--- config.mk ---
export PLATFORM = sky130hd
export DESIGN_NAME = pc_gen_flat
export DESIGN_NICKNAME = d
export VERILOG_FILES = /design/src/rtl/pc_gen_pkg.sv /design/src/rtl/pc_gen_if.sv /design/src/rtl/pc_gen_btb.sv /design/src/rtl/pc_gen.sv /design/src/flat_wrapper.sv
export SDC_FILE = /design/constraint.sdc
export NUM_CORES = 1
export LEC_CHECK = 0
export CORE_MARGIN = 2
export CORE_UTILIZATION = 25
export DETAILED_ROUTE_END_ITERATION = 10
export REMOVE_ABC_BUFFERS = 1
export SLEW_MARGIN = 10
export SYNTH_ARGS = -nofsm -noshare
export SYNTH_HDL_FRONTEND = slang
export SYNTH_HIERARCHICAL = 1
export SYNTH_SLANG_ARGS = --single-unit
export TNS_END_PERCENT = 30
--- constraint.sdc ---
create_clock -name clk_in -period 10.9 [get_ports clk_in]
set_input_delay 2.18 -clock clk_in [delete_from_list [all_inputs] [get_ports clk_in]]
set_output_delay 2.18 -clock clk_in [all_outputs]
set_load 0.01 [all_outputs]
--- src/rtl/pc_gen_pkg.sv ---
// Shared constants and helpers for the IF-stage PC generator and its BTB.
package pc_gen_pkg;

    localparam int unsigned INST_BYTES = 4;

    localparam logic [1:0] BTB_CTR_SN = 2'b00;
    localparam logic [1:0] BTB_CTR_WT = 2'b10;
    localparam logic [1:0] BTB_CTR_ST = 2'b11;

    // Saturating 2-bit direction counter step.
    function automatic logic [1:0] ctr_next(input logic [1:0] ctr, input logic taken);
        if (taken) begin
            return (ctr == BTB_CTR_ST) ? ctr : ctr + 2'b01;
        end
        return (ctr == BTB_CTR_SN) ? ctr : ctr - 2'b01;
    endfunction

endpackage

--- src/rtl/pc_gen_if.sv ---
// Fetch-side bundle of the PC generator: stall, fetch handshake, EX redirect and BTB update.
interface pc_gen_if #(
    parameter int unsigned XLEN    = 32,
    parameter int unsigned STALL_W = 3
);
    logic [STALL_W-1:0] stall_in;
    logic               fetch_ready_in;
    logic               redirect_valid_in;
    logic [XLEN-1:0]    redirect_pc_in;
    logic               btb_upd_valid_in;
    logic [XLEN-1:0]    btb_upd_pc_in;
    logic [XLEN-1:0]    btb_upd_tar_in;
    logic               btb_upd_taken_in;
    logic               fetch_valid_out;
    logic [XLEN-1:0]    fetch_pc_out;
    logic               fetch_pred_taken_out;
    logic [XLEN-1:0]    fetch_pred_tar_out;

    modport master (
        input  stall_in, fetch_ready_in, redirect_valid_in, redirect_pc_in,
               btb_upd_valid_in, btb_upd_pc_in, btb_upd_tar_in, btb_upd_taken_in,
        output fetch_valid_out, fetch_pc_out, fetch_pred_taken_out, fetch_pred_tar_out
    );

    modport slave (
        output stall_in, fetch_ready_in, redirect_valid_in, redirect_pc_in,
               btb_upd_valid_in, btb_upd_pc_in, btb_upd_tar_in, btb_upd_taken_in,
        input  fetch_valid_out, fetch_pc_out, fetch_pred_taken_out, fetch_pred_tar_out
    );

endinterface

--- src/rtl/pc_gen_btb.sv ---
// Direct-mapped branch target buffer: combinational lookup, synchronous update,
// 2-bit saturating direction counters. Lookup always sees pre-update contents.
module pc_btb
    import pc_gen_pkg::*;
#(
    parameter int unsigned XLEN        = 32,
    parameter int unsigned BTB_ENTRIES = 16
) (
    input  logic            clk_in,
    input  logic            rst_in,
    input  logic [XLEN-1:0] lkp_pc_in,
    output logic            lkp_taken_out,
    output logic [XLEN-1:0] lkp_tar_out,
    input  logic            upd_en_in,
    input  logic [XLEN-1:0] upd_pc_in,
    input  logic [XLEN-1:0] upd_tar_in,
    input  logic            upd_taken_in
);
    localparam int unsigned IDXW = $clog2(BTB_ENTRIES);
    localparam int unsigned TAGW = XLEN - IDXW - 2;

    logic [BTB_ENTRIES-1:0]           valid_q, valid_d;
    logic [BTB_ENTRIES-1:0][TAGW-1:0] tag_q, tag_d;
    logic [BTB_ENTRIES-1:0][XLEN-1:0] tar_q, tar_d;
    logic [BTB_ENTRIES-1:0][1:0]      ctr_q, ctr_d;

    // Word addresses; the byte offset inside an instruction never selects an entry.
    logic [XLEN-3:0] lkp_w, upd_w;
    logic [IDXW-1:0] lkp_idx, upd_idx;
    logic            lkp_hit, upd_hit;

    assign lkp_w   = (XLEN-2)'(lkp_pc_in >> 2);
    assign upd_w   = (XLEN-2)'(upd_pc_in >> 2);
    assign lkp_idx = lkp_w[IDXW-1:0];
    assign upd_idx = upd_w[IDXW-1:0];
    assign lkp_hit = valid_q[lkp_idx] && (tag_q[lkp_idx] == lkp_w[XLEN-3:IDXW]);
    assign upd_hit = valid_q[upd_idx] && (tag_q[upd_idx] == upd_w[XLEN-3:IDXW]);

    assign lkp_taken_out = lkp_hit && ctr_q[lkp_idx][1];
    assign lkp_tar_out   = tar_q[lkp_idx];

    always_comb begin
        valid_d = valid_q;
        tag_d   = tag_q;
        tar_d   = tar_q;
        ctr_d   = ctr_q;
        if (upd_en_in) begin
            if (upd_hit) begin
                ctr_d[upd_idx] = ctr_next(ctr_q[upd_idx], upd_taken_in);
                if (upd_taken_in) begin
                    tar_d[upd_idx] = upd_tar_in;
                end
            end else if (upd_taken_in) begin
                valid_d[upd_idx] = 1'b1;
                tag_d[upd_idx]   = upd_w[XLEN-3:IDXW];
                tar_d[upd_idx]   = upd_tar_in;
                ctr_d[upd_idx]   = BTB_CTR_WT;
            end
        end
    end

    always_ff @(posedge clk_in) begin
        if (!rst_in) begin
            valid_q <= '0;
            ctr_q   <= {BTB_ENTRIES{BTB_CTR_SN}};
        end else begin
            valid_q <= valid_d;
            tag_q   <= tag_d;
            tar_q   <= tar_d;
            ctr_q   <= ctr_d;
        end
    end

endmodule

--- src/rtl/pc_gen.sv ---
// IF-stage next-PC generator: registered fetch offer with valid/ready handshake,
// EX redirect flush, and BTB-driven next-PC prediction.
module pc_gen
    import pc_gen_pkg::*;
#(
    parameter int unsigned     XLEN        = 32,
    parameter logic [XLEN-1:0] RESET_PC    = '0,
    parameter int unsigned     BTB_ENTRIES = 16,
    parameter int unsigned     STALL_W     = 3
) (
    input  logic      clk_in,
    input  logic      rst_in,
    input  logic      rdy_in,
    pc_gen_if.master  fetch_if
);
    logic [XLEN-1:0] pc_q, pc_d;
    logic            valid_q, valid_d;
    logic [XLEN-1:0] fpc_q, fpc_d;
    logic            ptaken_q, ptaken_d;
    logic [XLEN-1:0] ptar_q, ptar_d;

    logic            lkp_taken;
    logic [XLEN-1:0] lkp_tar;
    logic            adv;

    pc_btb #(
        .XLEN        (XLEN),
        .BTB_ENTRIES (BTB_ENTRIES)
    ) u_btb (
        .clk_in        (clk_in),
        .rst_in        (rst_in),
        .lkp_pc_in     (pc_q),
        .lkp_taken_out (lkp_taken),
        .lkp_tar_out   (lkp_tar),
        .upd_en_in     (rdy_in && fetch_if.btb_upd_valid_in),
        .upd_pc_in     (fetch_if.btb_upd_pc_in),
        .upd_tar_in    (fetch_if.btb_upd_tar_in),
        .upd_taken_in  (fetch_if.btb_upd_taken_in)
    );

    assign adv = rdy_in && (fetch_if.stall_in == STALL_W'(0))
                 && (!valid_q || fetch_if.fetch_ready_in);

    // Redirect outranks issue so a flushed offer is never replaced by a stale PC.
    always_comb begin
        pc_d     = pc_q;
        valid_d  = valid_q;
        fpc_d    = fpc_q;
        ptaken_d = ptaken_q;
        ptar_d   = ptar_q;
        if (rdy_in && fetch_if.redirect_valid_in) begin
            valid_d = 1'b0;
            pc_d    = fetch_if.redirect_pc_in & ~XLEN'(INST_BYTES - 1);
        end else if (adv) begin
            valid_d  = 1'b1;
            fpc_d    = pc_q;
            ptaken_d = lkp_taken;
            ptar_d   = lkp_tar;
            pc_d     = lkp_taken ? lkp_tar : pc_q + XLEN'(INST_BYTES);
        end
    end

    always_ff @(posedge clk_in) begin
        if (!rst_in) begin
            pc_q     <= RESET_PC;
            valid_q  <= 1'b0;
            fpc_q    <= RESET_PC;
            ptaken_q <= 1'b0;
            ptar_q   <= '0;
        end else begin
            pc_q     <= pc_d;
            valid_q  <= valid_d;
            fpc_q    <= fpc_d;
            ptaken_q <= ptaken_d;
            ptar_q   <= ptar_d;
        end
    end

    assign fetch_if.fetch_valid_out      = valid_q;
    assign fetch_if.fetch_pc_out         = fpc_q;
    assign fetch_if.fetch_pred_taken_out = ptaken_q;
    assign fetch_if.fetch_pred_tar_out   = ptar_q;

endmodule

--- src/flat_wrapper.sv ---
// flat-port wrapper written by rule: the top's interface ports become plain ports
module pc_gen_flat import pc_gen_pkg::*;
#(
    parameter int unsigned     XLEN        = 32,
    parameter logic [XLEN-1:0] RESET_PC    = '0,
    parameter int unsigned     BTB_ENTRIES = 16,
    parameter int unsigned     STALL_W     = 3
)
  (clk_in, rst_in, rdy_in, fetch_if_stall_in, fetch_if_fetch_ready_in, fetch_if_redirect_valid_in, fetch_if_redirect_pc_in, fetch_if_btb_upd_valid_in, fetch_if_btb_upd_pc_in, fetch_if_btb_upd_tar_in, fetch_if_btb_upd_taken_in, fetch_if_fetch_valid_out, fetch_if_fetch_pc_out, fetch_if_fetch_pred_taken_out, fetch_if_fetch_pred_tar_out);
  pc_gen_if #(.XLEN(XLEN), .STALL_W(STALL_W)) fetch_if_i ();
  input  logic clk_in;
  input  logic rst_in;
  input  logic rdy_in;
  input wire logic [$bits(fetch_if_i.stall_in)-1:0] fetch_if_stall_in;
  input wire logic [$bits(fetch_if_i.fetch_ready_in)-1:0] fetch_if_fetch_ready_in;
  input wire logic [$bits(fetch_if_i.redirect_valid_in)-1:0] fetch_if_redirect_valid_in;
  input wire logic [$bits(fetch_if_i.redirect_pc_in)-1:0] fetch_if_redirect_pc_in;
  input wire logic [$bits(fetch_if_i.btb_upd_valid_in)-1:0] fetch_if_btb_upd_valid_in;
  input wire logic [$bits(fetch_if_i.btb_upd_pc_in)-1:0] fetch_if_btb_upd_pc_in;
  input wire logic [$bits(fetch_if_i.btb_upd_tar_in)-1:0] fetch_if_btb_upd_tar_in;
  input wire logic [$bits(fetch_if_i.btb_upd_taken_in)-1:0] fetch_if_btb_upd_taken_in;
  output wire logic [$bits(fetch_if_i.fetch_valid_out)-1:0] fetch_if_fetch_valid_out;
  output wire logic [$bits(fetch_if_i.fetch_pc_out)-1:0] fetch_if_fetch_pc_out;
  output wire logic [$bits(fetch_if_i.fetch_pred_taken_out)-1:0] fetch_if_fetch_pred_taken_out;
  output wire logic [$bits(fetch_if_i.fetch_pred_tar_out)-1:0] fetch_if_fetch_pred_tar_out;
  assign fetch_if_i.stall_in = fetch_if_stall_in;
  assign fetch_if_i.fetch_ready_in = fetch_if_fetch_ready_in;
  assign fetch_if_i.redirect_valid_in = fetch_if_redirect_valid_in;
  assign fetch_if_i.redirect_pc_in = fetch_if_redirect_pc_in;
  assign fetch_if_i.btb_upd_valid_in = fetch_if_btb_upd_valid_in;
  assign fetch_if_i.btb_upd_pc_in = fetch_if_btb_upd_pc_in;
  assign fetch_if_i.btb_upd_tar_in = fetch_if_btb_upd_tar_in;
  assign fetch_if_i.btb_upd_taken_in = fetch_if_btb_upd_taken_in;
  assign fetch_if_fetch_valid_out = fetch_if_i.fetch_valid_out;
  assign fetch_if_fetch_pc_out = fetch_if_i.fetch_pc_out;
  assign fetch_if_fetch_pred_taken_out = fetch_if_i.fetch_pred_taken_out;
  assign fetch_if_fetch_pred_tar_out = fetch_if_i.fetch_pred_tar_out;
  pc_gen #(.XLEN(XLEN), .RESET_PC(RESET_PC), .BTB_ENTRIES(BTB_ENTRIES), .STALL_W(STALL_W)) u_core (.clk_in(clk_in), .rst_in(rst_in), .rdy_in(rdy_in), .fetch_if(fetch_if_i));
endmodule
==> flow_summary.yaml, run 1 <==
run:
  drv_cap: 0
timing:
  period_share_pct: 67.1
  hold_viol: 0
  tns_ns: 0
  drv_slew: 0
  clock-skew-final_ns: 0.0315
  max_freq_ghz: 0.137
  rsz0062_at_grt: "no"
  min_period_ns: 7.32
  worstMarginPinSlew_ns: 1.22
  setup_viol: 0
  relSlewSlack_pct: 18.3
die:
  core-area_sq_um: 183000
  die_x_um: 434
  die_h_um: 434
  die_area_sq_um: 189000
  initial_utilization_pct: 25.2
  rows: 157
  ios: 172
critical_path:
  crit_fanout: 60
  critPathCapture: "u_core/u_btb/tag_q[196]"
  rrSetupSlack_ns: 5.23
  slowest_delay_ns: 0.92
  cp_num_buf_inv: 3
  path_class: "input port to flop"
  cp_data_required_time_ns: 11.27
  cp_common_cell: "buf_4"
  reg2regPathDepth: 14
  startpoint: "fetch_if_btb_upd_pc_in[2]"
  cp.depth: 12
  start_kind: "input port"
  crit_path_end_kind: "flop"
  crit_slowest_cell: "nor2_4"
  timing.rr.end: "u_core/pc_q[5]"
  crit_path_cell_trace: "buf_6, buf_4, mux4_2, mux2i_1, xnor2_1, a211oi_1, a41oi_1, and4b_1, nand3_1, nand2b_2, nor2_4, buf_4"
  reg2reg_from: "u_core/pc_q[3]"
  worstPathArrival_ns: 7.69
  path_delay_family: "simple AND/OR/NAND/NOR gates"
route:
  via_per_inst: 4.91
  drtIter0Drc: 2840
  drc_errors: 0
  met2WireLength_um: 67200
  routed.top_layer: "met5"
  drt-met1-wl_um: 54600
  num_vias: 26400
  wl_per_cell_um: 25.0
  ant_nets: 0
  dr.pass1.iters: 6
  met3WireLength_um: 8530
  wirelength_um: 134000
yosys:
  synth-async-reset-ratio_pct: 0
  yosysSeqAreaShare_pct: 66.5
  yosysWarnings: 6
  avgSynthCellArea_sq_um: 17.5
  synth_enable_flop_cells: 928
  ys_ff_latch: 1074
  synth_cell_types: 78
  syn_inst: 2640
  netlist_area_sq_um: 46300
  synthFlopType: "edfxtp_1"
place:
  port_buffers: 167
  place_inst: 5155
  gp_congestion: 0.811
  place.detailed.hpwl_um: 79800
final_layout:
  drive_above_1_share_pct: 22.9
  final_core_util_pct: 29.7
  nets: 2907
  finalNonFillerCells: 5364
  area_growth_pct: 17.8
power_and_ir_drop:
  power_mw: 8.86
  ir_worst_vdd_mv: 0.128
  power_leakage_nw: 16.4
  power.density_nw_per_um2: 162
global_routing:
  grt_first_pass_wirelength_um: 191000
  grt.total_usage_pct: 13.9
  grt_max_degree: 133
  overflow: 0
  grt_pass1_vias: 26200
  antenna_found_initial: 27
clocking:
  clk_pin_slew_ns: 0.06
  cts_hold_buf: 0
  cts_made_buffers: 107
  cts_tree: "done"
  cts_setup_buffers: 0
  insertion_delay_ns: 0.73
  clk_root_buffer_cell: "clkbuf_16"
  htree_levels: 3
  clock_path_buffers: 3
  post_cts_resized: 0
  clock-sinks: 1074
min_path:
  holdPathStages: 2
  hold_class: "flop to flop"
run_status:
  status: "complete, no violations"
==> cells in the mapped netlist (all sizes together) (32+ instances only) <==
master	number	area (sq um)
a21oi	112	658
buf	91	503
clkbuf	85	320
dfxtp	146	2920
edfxtp	928	27900
mux2i	145	1450
mux4	359	8090
nand2	254	953
nand3	37	198
nor2	64	245
o21ai	58	290
xnor2	36	315
xor2	32	280
==> state kept, by name, summed over array words and instances, names as in the netlist <==
name                                  flops
u_core/fetch_if.fetch_pc_out             32
u_core/fetch_if.fetch_pred_taken_out      1
u_core/fetch_if.fetch_pred_tar_out       32
u_core/fetch_if.fetch_valid_out           1
u_core/pc_q                              32
u_core/u_btb/ctr_q                       32
u_core/u_btb/tag_q                      416
u_core/u_btb/tar_q                      512
u_core/u_btb/valid_q                     16
==> power breakdown <==
group | leakage [nW] | switching, mW | internal (mW)
logic | 5.15 | 0.353 | 0.267
clock network | 1.70 | 1.62 | 2.10
registers | 9.53 | 0.0336 | 4.48
==> worst min path at each step <==
stage	startpoint	to	slack, ns
4_1_cts	u_core/fetch_if.fetch_pred_tar_out[7]	u_core/fetch_if.fetch_pred_tar_out[7]	0.46
6_report	u_core/fetch_if.fetch_pc_out[22]	u_core/fetch_if.fetch_pc_out[22]	0.45
5_1_grt	u_core/fetch_if.fetch_pred_tar_out[28]	u_core/fetch_if.fetch_pred_tar_out[28]	0.47
3_5_place_dp	u_core/u_btb/ctr_q[14]	u_core/u_btb/ctr_q[14]	0.45
3_3_place_gp	u_core/u_btb/ctr_q[12]	u_core/u_btb/ctr_q[12]	0.44
2_1_floorplan	u_core/u_btb/ctr_q[10]	u_core/u_btb/ctr_q[10]	0.43
==> cell usage in the layout (no fill, tap or decap), types with 10 or more instances in the layout <==
cell | netlist | layout
and3_1 | 17 | 17
o21ai_0 | 56 | 56
a22o_1 | 12 | 12
xor2_1 | 32 | 32
o22ai_1 | 12 | 12
nand2_1 | 254 | 254
clkinv_1 | 1 | 25
clkdlybuf4s50_1 | 0 | 162
clkinv_2 | 0 | 18
mux2i_1 | 145 | 145
inv_1 | 12 | 11
a22oi_1 | 22 | 22
nor4_1 | 11 | 10
xnor2_1 | 36 | 36
bufinv_16 | 0 | 11
nand3_1 | 36 | 34
buf_4 | 8 | 58
a21oi_1 | 102 | 102
o211ai_1 | 17 | 17
mux4_2 | 359 | 359
clkbuf_16 | 0 | 108
diode_2 | 0 | 10
a221oi_1 | 10 | 10
edfxtp_1 | 928 | 928
clkbuf_1 | 84 | 19
nor3_1 | 13 | 13
mux2_2 | 11 | 11
and2_1 | 10 | 10
nor2_1 | 62 | 31
and4_1 | 10 | 10
dfxtp_1 | 146 | 142
nand4_1 | 19 | 19
a21o_1 | 10 | 10
nor2_4 | 0 | 31
==> layer usage <==
layer  up-vias  global-route usage (%)
li1      11100                       -
met1     14000                    18.2
met2      1000                    23.5
met3       221                    2.36
met4        20                    4.48
met5         -                       0
==> stage by stage <==
step | setup slack (ns) | hold WS [ns] | instance area [sq um]
floorplan | -4.86 | 0.432 | 45500
global placement | 2.85 | 0.440 | 51000
detailed placement | 2.81 | 0.446 | 51000
CTS | 3.57 | 0.456 | 54500
global route | 3.31 | 0.475 | 54500
finish | 3.58 | 0.455 | 54500
==> logic make-up after synthesis <==
kind of cell	after synthesis	synth area share, %
xor+xnor	68	1.29
simple gates	475	4.80
compound gates	316	4.60
flops	1074	66.5
buf+inv	189	1.88
fa+ha+maj	3	0.0730
mux	515	20.9
==> area by class of cell <==
class,count,area [sq um]
fill,18000,129000
sequential,1074,30800
multi-input combinational,1377,14900
tap,2464,3080
clock buffer,129,2800
timing repair buffer,227,2150
clock inverter,70,708
inverter,13,48.8
antenna,10,25.0
==> worst min-delay path: cells and delay by family, from the launching register on <==
kind,cells,cell delay (ns)
AOI/OAI and AO/OA,1,0.05
DFF,1,0.31
and+or+nand+nor,1,0.05
(Power assumes the default switching activity.)
==> inputs of run 2 (changes only) <==
clock period = 7.6 ns   (was 10.9 ns; I/O delays follow)
==> run 2 against run 1 <==
Sequential cell count unchanged. Combinational power is 46% higher. Sequential power up 43%.
==> flow_summary.yaml, run 2 (same netlist as run 1, synthesis figures left out) <==
run_status:
  status: "complete, no violations"
final_layout:
  final_cell_mix: "edfxtp_1, mux4_2, nand2_1"
  largest_register_ffs: 512
  regArea_sq_um: 30800
  area_growth_pct: 18.4
  nets: 2936
  final_area_sq_um: 54800
  fillers: 18100
  multi_input_area_sq_um: 14900
  drive_above_1_share_pct: 24.0
  top_register: "u_core/u_btb/tar_q"
  final_core_util_pct: 29.9
  reg_top3: "u_core/u_btb/tar_q: 512 flops, u_core/u_btb/tag_q: 416 flops"
  layout_commonest_cell: "edfxtp_1"
die:
  die_h_um: 434
  core-area_sq_um: 183000
  initial_utilization_pct: 25.2
  ios: 172
  die_x_um: 434
  rows: 157
  die_area_sq_um: 189000
clocking:
  cts_tree: "done"
  clk_pin_slew_ns: 0.06
  insertion_delay_ns: 0.73
  cts_setup_buffers: 0
  clk_root_buffer_cell: "clkbuf_16"
  cts_hold_buf: 0
  clock-sinks: 1074
  cts_made_buffers: 110
  clock_path_buffers: 3
  post_cts_resized: 0
  htree_levels: 3
critical_path:
  cp_data_required_time_ns: 7.98
  path_class: "input port to flop"
  cp_common_cell: "buf_4"
  crit_path_end_kind: "flop"
  crit_slowest_cell: "buf_6"
  crit_path_cell_trace: "buf_6, buf_4, mux4_2, mux2i_1, xor2_1, nand2_1, nor4_1, o2111a_1, nand3_1, nand2b_2, buf_4, nor2_4, buf_4"
  crit_fanout: 70
  start_kind: "input port"
  worstPathArrival_ns: 5.80
  slowest_delay_ns: 0.58
power_and_ir_drop:
  power.density_nw_per_um2: 232
  ir_worst_vdd_mv: 0.221
  power_leakage_nw: 16.6
route:
  dr.pass1.iters: 5
  wl_per_cell_um: 25.4
  drtIter0Drc: 2899
  num_vias: 26600
  wirelength_um: 137000
  ant_nets: 0
  via_per_inst: 4.92
  drc_errors: 0
place:
  gp_congestion: 0.840
  dpl_cell_area_sq_um: 51300
  port_buffers: 167
  place.detailed.hpwl_um: 83800
timing:
  clock-skew-final_ns: 0.0258
  max_freq_ghz: 0.184
  drv_slew: 0
  setup_viol: 0
  worstMarginPinSlew_ns: 1.24
  min_period_ns: 5.42
  hold_viol: 0
  period_share_pct: 71.3
  rsz0062_at_grt: "no"
  relSlewSlack_pct: 17.2
  fin_worst_hold_slack_ns: 0.457
global_routing:
  grt_first_pass_wirelength_um: 194000
  grt_max_degree: 133
  grt.total_usage_pct: 14.2
  antenna_found_initial: 31
  grt_pass1_vias: 26400
  overflow: 0
min_path:
  hold_class: "flop to flop"
run:
  drv_cap: 0
-- run 2: worst paths after layout --
check	start	endpoint	slack (ns)	depth (start not counted)
min reg2reg	u_core/fetch_if.fetch_pc_out[7]	u_core/fetch_if.fetch_pc_out[7]	0.46	2
max	fetch_if_btb_upd_pc_in[5]	u_core/u_btb/tag_q[115]	2.18	13
min	u_core/fetch_if.fetch_pc_out[7]	u_core/fetch_if.fetch_pc_out[7]	0.46	2
max reg2reg	u_core/pc_q[2]	u_core/pc_q[22]	2.35	12
-- run 2: per-stage QoR --
step	worst slack (ns)	total power [mW]	cells	TNS (ns)
final	2.18	12.7	5393	0
after global routing	1.95	13.1	5389	0
after CTS	2.22	12.8	5389	0
after detailed placement	1.44	7.52	5181	0
after global placement	1.44	7.51	5181	0
after floorplan	-8.16	7.18	2464	-376.58
-- run 2: power breakdown --
part           leakage [nW]  switching [mW]  internal (mW)
combinational          5.29           0.516          0.390
clock                  1.76            2.30           3.05
sequential             9.53          0.0506           6.43
-- run 2: worst max-delay path, delay by kind of cell --
family / cells / cell delay [ns]
buffers and inverters: 4 / 1.66
AO/OA/AOI/OAI: 1 / 0.34
AND/OR/NAND/NOR: 5 / 1.41
XOR/XNOR: 1 / 0.19
multiplexers: 2 / 0.55
-- run 2: area by class of cell --
| type | instances | share of cell area (%) |
|---|---|---|
| inverter | 13 | 0.0890 |
| antenna | 4 | 0.0183 |
| clock inverter | 70 | 1.15 |
| timing repair buffer | 253 | 4.39 |
| clock buffer | 138 | 5.35 |
| tap | 2464 | 5.62 |
| sequential | 1074 | 56.2 |
| multi-input combinational | 1377 | 27.2 |
-- run 2: layer usage --
metal | GRT usage (%) | vias up | part of all wire [%]
li1 | - | 11100 | -
met1 | 18.5 | 14200 | 41
met2 | 24.3 | 980 | 50
met3 | 2.71 | 249 | 6.3
met4 | 3.76 | 24 | 2.7
met5 | 0 | - | 0.12
